## src/rtl/bitonic_pkg.sv

```systemverilog
// Shared types and constants for the sequential 8-entry bitonic sorter.
// The pass table is stored as log2 encodings of the (k, j) network parameters.
package bitonic_pkg;

  localparam int unsigned N_ELEM = 8;
  localparam int unsigned N_PASS = 6;
  localparam int unsigned N_CMP  = N_ELEM / 2;
  localparam int unsigned IDX_W  = 3;
  localparam int unsigned LOG_W  = 2;

  typedef enum logic [1:0] {
    IDLE  = 2'd0,
    LOAD  = 2'd1,
    SORT  = 2'd2,
    DRAIN = 2'd3
  } state_t;

  typedef struct packed {
    logic [LOG_W-1:0] k_log2;
    logic [LOG_W-1:0] j_log2;
  } pass_t;

  // (k, j) per pass: (2,1) (4,2) (4,1) (8,4) (8,2) (8,1)
  function automatic pass_t pass_lookup(input logic [IDX_W-1:0] p);
    pass_t t;
    case (p)
      3'd0:    t = '{k_log2: 2'd1, j_log2: 2'd0};
      3'd1:    t = '{k_log2: 2'd2, j_log2: 2'd1};
      3'd2:    t = '{k_log2: 2'd2, j_log2: 2'd0};
      3'd3:    t = '{k_log2: 2'd3, j_log2: 2'd2};
      3'd4:    t = '{k_log2: 2'd3, j_log2: 2'd1};
      default: t = '{k_log2: 2'd3, j_log2: 2'd0};
    endcase
    return t;
  endfunction

  // u-th index i with bit j clear: insert a zero at bit position log2(j)
  function automatic logic [IDX_W-1:0] pair_base(input logic [1:0] u,
                                                 input logic [LOG_W-1:0] j_log2);
    logic [IDX_W-1:0] i;
    case (j_log2)
      2'd0:    i = {u, 1'b0};
      2'd1:    i = {u[1], 1'b0, u[0]};
      default: i = {1'b0, u};
    endcase
    return i;
  endfunction

  // A pair is descending when (i & k) != 0; k = 8 never hits a 3-bit index
  function automatic logic pair_desc(input logic [IDX_W-1:0] i,
                                     input logic [LOG_W-1:0] k_log2);
    logic d;
    case (k_log2)
      2'd1:    d = i[1];
      2'd2:    d = i[2];
      default: d = 1'b0;
    endcase
    return d;
  endfunction

endpackage

```

## src/rtl/bitonic_cmp_swap.sv

```systemverilog
// One compare-exchange unit: lo lands at the lower index, hi at the upper.
// dir=0 orders ascending, dir=1 descending; equal values pass through unswapped.
module bitonic_cmp_swap #(
  parameter int unsigned WIDTH = 8
) (
  input  logic [WIDTH-1:0] a,
  input  logic [WIDTH-1:0] b,
  input  logic             dir,
  output logic [WIDTH-1:0] lo,
  output logic [WIDTH-1:0] hi
);

  logic swap_c;

  assign swap_c = dir ? (a < b) : (a > b);
  assign lo     = swap_c ? b : a;
  assign hi     = swap_c ? a : b;

endmodule

```

## src/rtl/bitonic_sort_ctrl.sv

```systemverilog
// Sequential 8-entry bitonic sorter: load 8 beats, run 6 passes on 4 shared
// compare-exchange units, stream results out. BITONIC_DESCEND_EN flips order.
module bitonic_sort_ctrl
  import bitonic_pkg::*;
#(
  parameter int unsigned WIDTH = 8
) (
  input  logic             clk,
  input  logic             rst_n,
  input  logic             in_valid,
  input  logic [WIDTH-1:0] in_data,
  output logic             in_ready,
  output logic             out_valid,
  output logic [WIDTH-1:0] out_data,
  output logic             out_last,
  input  logic             out_ready,
  output logic             busy
);

  state_t           state, state_nxt;
  logic [IDX_W-1:0] idx;
  logic [IDX_W-1:0] pass;
  logic [WIDTH-1:0] r     [N_ELEM];
  logic [WIDTH-1:0] r_nxt [N_ELEM];

  logic             in_hs, out_hs, last_idx, last_pass;
  pass_t            cur_pass;
  logic [IDX_W-1:0] pa [N_CMP];
  logic [IDX_W-1:0] pb [N_CMP];
  logic [N_CMP-1:0] dir;
  logic [WIDTH-1:0] lo [N_CMP];
  logic [WIDTH-1:0] hi [N_CMP];

  logic             in_ready_nxt, out_valid_nxt, out_last_nxt, busy_nxt;
  logic [WIDTH-1:0] out_data_nxt;

  assign in_hs     = in_valid && in_ready;
  assign out_hs    = out_valid && out_ready;
  assign last_idx  = (idx == IDX_W'(N_ELEM - 1));
  assign last_pass = (pass == IDX_W'(N_PASS - 1));
  assign cur_pass  = pass_lookup(pass);

  // Pair indices and directions for the current pass
  always_comb begin
    for (int u = 0; u < N_CMP; u++) begin
      pa[u] = pair_base(2'(u), cur_pass.j_log2);
      pb[u] = pa[u] ^ (IDX_W'(1) << cur_pass.j_log2);
`ifdef BITONIC_DESCEND_EN
      dir[u] = ~pair_desc(pa[u], cur_pass.k_log2);
`else
      dir[u] = pair_desc(pa[u], cur_pass.k_log2);
`endif
    end
  end

  for (genvar u = 0; u < N_CMP; u++) begin : g_cmp
    bitonic_cmp_swap #(.WIDTH(WIDTH)) u_cmp (
      .a   (r[pa[u]]),
      .b   (r[pb[u]]),
      .dir (dir[u]),
      .lo  (lo[u]),
      .hi  (hi[u])
    );
  end

  // Register bank after applying the current pass
  always_comb begin
    for (int e = 0; e < N_ELEM; e++) r_nxt[e] = r[e];
    for (int u = 0; u < N_CMP; u++) begin
      r_nxt[pa[u]] = lo[u];
      r_nxt[pb[u]] = hi[u];
    end
  end

  // State register
  always_ff @(posedge clk or negedge rst_n) begin
    if (!rst_n) state <= IDLE;
    else        state <= state_nxt;
  end

  // Next-state logic
  always_comb begin
    state_nxt = state;
    case (state)
      IDLE:    if (in_hs) state_nxt = LOAD;
      LOAD:    if (in_hs && last_idx) state_nxt = SORT;
      SORT:    if (last_pass) state_nxt = DRAIN;
      DRAIN:   if (out_hs && last_idx) state_nxt = IDLE;
      default: state_nxt = IDLE;
    endcase
  end

  // Output logic: next values of the registered outputs
  always_comb begin
    in_ready_nxt  = (state_nxt == IDLE) || (state_nxt == LOAD);
    out_valid_nxt = (state_nxt == DRAIN);
    busy_nxt      = (state_nxt == SORT) || (state_nxt == DRAIN);
    out_last_nxt  = 1'b0;
    out_data_nxt  = out_data;
    case (state)
      SORT: if (last_pass) out_data_nxt = r_nxt[0];
      DRAIN: begin
        if (out_hs) begin
          if (!last_idx) begin
            out_data_nxt = r[idx + IDX_W'(1)];
            out_last_nxt = (idx == IDX_W'(N_ELEM - 2));
          end
        end else begin
          out_last_nxt = out_last;
        end
      end
      default: ;
    endcase
  end

  always_ff @(posedge clk or negedge rst_n) begin
    if (!rst_n) begin
      in_ready  <= 1'b0;
      out_valid <= 1'b0;
      out_last  <= 1'b0;
      busy      <= 1'b0;
      out_data  <= '0;
    end else begin
      in_ready  <= in_ready_nxt;
      out_valid <= out_valid_nxt;
      out_last  <= out_last_nxt;
      busy      <= busy_nxt;
      out_data  <= out_data_nxt;
    end
  end

  // Datapath: load pointer, pass counter and storage bank
  always_ff @(posedge clk or negedge rst_n) begin
    if (!rst_n) begin
      idx  <= '0;
      pass <= '0;
      for (int e = 0; e < N_ELEM; e++) r[e] <= '0;
    end else begin
      case (state)
        IDLE, LOAD: begin
          pass <= '0;
          if (in_hs) begin
            r[idx] <= in_data;
            idx    <= idx + IDX_W'(1);
          end
        end
        SORT: begin
          for (int e = 0; e < N_ELEM; e++) r[e] <= r_nxt[e];
          pass <= last_pass ? '0 : pass + IDX_W'(1);
          idx  <= '0;
        end
        DRAIN: if (out_hs) idx <= idx + IDX_W'(1);
        default: ;
      endcase
    end
  end

endmodule

```

## config.mk

```make
export PLATFORM = sky130hd
export DESIGN_NAME = bitonic_sort_ctrl
export DESIGN_NICKNAME = d
export VERILOG_FILES = /design/src/rtl/bitonic_pkg.sv /design/src/rtl/bitonic_cmp_swap.sv /design/src/rtl/bitonic_sort_ctrl.sv
export SDC_FILE = /design/constraint.sdc
export NUM_CORES = 1
export LEC_CHECK = 0
export ABC_AREA = 1
export CELL_PAD_IN_SITES_DETAIL_PLACEMENT = 1
export CELL_PAD_IN_SITES_GLOBAL_PLACEMENT = 2
export CORE_MARGIN = 4
export CORE_UTILIZATION = 35
export CTS_CLUSTER_SIZE = 30
export DETAILED_ROUTE_END_ITERATION = 10
export DONT_BUFFER_PORTS = 1
export HOLD_SLACK_MARGIN = 0.05
export MAX_ROUTING_LAYER = met4
export PLACE_DENSITY = 0.94
export REMOVE_ABC_BUFFERS = 1
export SYNTH_ARGS = -nofsm -noshare
export SYNTH_HDL_FRONTEND = slang
export SYNTH_SLANG_ARGS = --single-unit
```

## constraint.sdc

```tcl
create_clock -name clk -period 6.1 [get_ports clk]
set_input_delay 0.61 -clock clk [delete_from_list [all_inputs] [get_ports clk]]
set_output_delay 0.61 -clock clk [all_outputs]
set_load 0.02 [all_outputs]
```

==> results.json <==
{
  "ys_ff_latch": 83,
  "critPathCaptureType": "register",
  "final_nets": 2017,
  "dieWidth_um": 189.4,
  "synthCells": 2026,
  "setup_viol": 0,
  "slew_headroom": 0.2264,
  "first_pass_iters": 7,
  "numClockSinks": 83,
  "root_buffer": "clkbuf_16",
  "die_area_um2": 35870,
  "status": "completed",
  "cp.arrival_ps": 5820,
  "tritoncts": "yes",
  "async_reset_ff_frac": 1.000,
  "ys_seq_area_frac": 0.1803,
  "core-area_um2": 32540,
  "drtIter0Drc": 1675,
  "setup_ws_ps": 564.5,
  "slowest_stage": "o22ai_1",
  "antenna_left": 0,
  "dp_slack_ps": 811.0,
  "viasPerCell": 6.037,
  "startpoint_type": "register",
  "die_y_um": 189.4,
  "cap_violations": 0,
  "min_period_ps": 5536,
  "area_growth_pct": 4.639,
  "regArea_um2": 2077,
  "worstPathCellList": "inv_1 -> ha_1 -> a21boi_4 -> buf_4 -> ha_1 -> buf_4 -> nand2_1 -> o22ai_1 -> ha_1 -> nand2_1 -> inv_1 -> nand2_1 -> nand2_1 -> nand2_1 -> nand2_1 -> nand2_4 -> nand2_8 -> nand2_1 -> nand2_1 -> inv_1 -> nand2_1 -> nand3_1 -> nand3_1 -> a22oi_2",
  "grt_pass1_vias": 14470,
  "cts_max_level": 3,
  "tightest_slew_ps": 1156,
  "wl_mm": 60.54,
  "initial_core_util": 0.3540,
  "grt_usage": 0.3409,
  "fill_cells": 4496,
  "worstSetupPathType": "reg -> reg",
  "overflow": 0,
  "pin_count": 24,
  "hold_violations": 0,
  "dpl.hpwl_mm": 45.76,
  "rows": 66,
  "clock.fmax_mhz": 180.7,
  "post_drt_wl_per_cell_um": 25.17,
  "routed-via-count": 14520,
  "yosys_warnings": 0,
  "io_buffers": 0,
  "multi_input_area_um2": 7945,
  "cts_buffers": 9,
  "grt_max_degree": 84,
  "slowest_delay_ps": 570,
  "rsz0062_at_grt": "false",
  "clk_pin_slew_ps": 70,
  "avgSynthCellArea_um2": 5.685,
  "cpMostUsedCell": "nand2_1",
  "critPathTopFamily": "simple AND/OR/NAND/NOR gates",
  "gp_congestion": 1.051,
  "synth-edff-count": 0,
  "crit_buf_inv": 5,
  "skew_ps": 9.527,
  "hold_path_class": "in -> async",
  "final_util": 0.3704,
  "required_ps": 6390,
  "final_layout_size_suffix_gt1_frac": 0.07387,
  "antenna_found_initial": 0,
  "crit_fanout": 34,
  "antennaDiodeCount": 0,
  "yosysUniqueCellTypes": 58,
  "synth_flop_cell": "dfrtp_1",
  "clock_latency_ps": 370,
  "grt_pass1_wl_mm": 90.57,
  "cts_buffer_depth": 2,
  "syn_area_um2": 11520,
  "drcViolationCount": 0,
  "final.period_utilization": 0.9075,
  "finalMaxSlewViolations": 0
}
## routing by layer
layer  vias to the layer above  share of wire  track usage
li1                       6461              -            -
met1                      7074           0.42       0.4347
met2                       769           0.44       0.5279
met3                       214          0.073      0.04130
met4                         0          0.069       0.1859
met5                         -              0            -
## layout by cell type, fill, tap and decap left out, types with 23 or more instances in the layout
cell	n
nor2_1	159
nand2_1	630
buf_4	23
inv_1	225
dfrtp_1	83
nand3_1	198
o21ai_0	165
ha_1	45
o211ai_1	29
a21oi_1	187
o21ai_1	38
## registers in the layout, indices dropped and copies added, names as in the netlist
| signal | count |
|---|---|
| state | 1 |
| in_ready | 1 |
| idx | 3 |
| busy | 1 |
| pass | 3 |
| out_valid | 1 |
| r | 64 |
| out_last | 1 |
| out_data | 8 |
## Yosys cell counts (3+ instances only)
| library cell | number | area share |
|---|---|---|
| o21ai_1 | 38 | 0.017 |
| ha_1 | 46 | 0.050 |
| nor3_1 | 5 | 0.0022 |
| nor2_2 | 4 | 0.0022 |
| clkbuf_1 | 32 | 0.010 |
| nand2_1 | 630 | 0.21 |
| nand3_1 | 198 | 0.086 |
| buf_2 | 39 | 0.017 |
| o211ai_1 | 29 | 0.019 |
| o21bai_1 | 3 | 0.0020 |
| nor2_4 | 4 | 0.0039 |
| o211ai_2 | 5 | 0.0054 |
| nor3_2 | 4 | 0.0035 |
| buf_6 | 7 | 0.0068 |
| nor2_1 | 159 | 0.052 |
| a21oi_1 | 187 | 0.081 |
| a22oi_1 | 5 | 0.0033 |
| nand2_4 | 11 | 0.011 |
| nand2_2 | 13 | 0.0071 |
| o21ai_0 | 165 | 0.072 |
| a21oi_2 | 6 | 0.0046 |
| dfrtp_1 | 83 | 0.18 |
| nand3_2 | 5 | 0.0043 |
| inv_2 | 17 | 0.0055 |
| buf_1 | 8 | 0.0026 |
| clkinv_1 | 6 | 0.0020 |
| or2_2 | 3 | 0.0016 |
| nand4_1 | 12 | 0.0065 |
| o21ai_2 | 20 | 0.015 |
| buf_12 | 3 | 0.0052 |
| o22ai_1 | 7 | 0.0038 |
| buf_4 | 14 | 0.0091 |
| o21a_1 | 5 | 0.0033 |
| inv_1 | 225 | 0.073 |
## cell families (layout without fill, tap and decap cells)
| logic type | Yosys count | count (layout) | synth area share |
|---|---|---|---|
| DFF | 83 | 83 | 0.1803 |
| buffers and inverters | 351 | 288 | 0.1320 |
| AOI/OAI and AO/OA | 484 | 484 | 0.2393 |
| xor gates and xnor gates | 1 | 1 | 0.001413 |
| adders and majority gates | 46 | 46 | 0.04997 |
| and+or+nand+nor | 1061 | 1061 | 0.3970 |
## timing repair
action,in CTS,in global routing
resized for setup,0,0
hold buffers,1,0
endpoints found under the hold margin,83,0
setup buffers,0,0
## worst register-to-register path, cell delays in order, from the launching register on
cell and delay (ps):
dfrtp_1 460, inv_1 170, ha_1 260, a21boi_4 240, buf_4 530, ha_1 290
buf_4 460, nand2_1 120, o22ai_1 570, ha_1 380, nand2_1 140, inv_1 70
nand2_1 110, nand2_1 60, nand2_1 110, nand2_1 100, nand2_4 240, nand2_8 180
nand2_1 90, nand2_1 130, inv_1 130, nand2_1 80, nand3_1 170, nand3_1 190
a22oi_2 190
## layout make-up
type                    instances  share of cell area
well taps                     442             0.04589
flip-flops and latches         83              0.1723
repair buffers                 25             0.01827
multi-input cells            1592              0.6593
inverters                     248             0.07724
clock buffers                  10             0.01983
clock inverters                 5            0.007164
## stage by stage
stage | area [um2] | instances | hold slack [ps] | setup TNS (ps)
finish | 12050 | 2405 | 150.6 | 0
global route | 12050 | 2405 | 181.8 | 0
CTS | 12050 | 2405 | 177.0 | 0
detailed placement | 11700 | 2389 | 317.3 | 0
global placement | 11700 | 2389 | 317.0 | 0
floorplan | 10930 | 1923 | 314.4 | -73440
## worst paths after layout
check,startpoint,slack [ps],cells after the start,end
max in group asynchronous,rst_n,5520,1,r[40]$_DFFE_PN0P_
worst min-delay path,rst_n,150,1,idx[0]$_DFFE_PN0P_
worst min register to register,r[9]$_DFFE_PN0P_,530,2,r[9]$_DFFE_PN0P_
worst max register to register,pass[2]$_DFFE_PN0P_,560,24,r[21]$_DFFE_PN0P_
worst max-delay path,pass[2]$_DFFE_PN0P_,560,24,r[21]$_DFFE_PN0P_
min in group clk,in_valid,480,2,state[0]$_DFF_PN0_
Power is not shown: default switching activity piles up to over one toggle a cycle in this logic, so the estimate is an artifact.
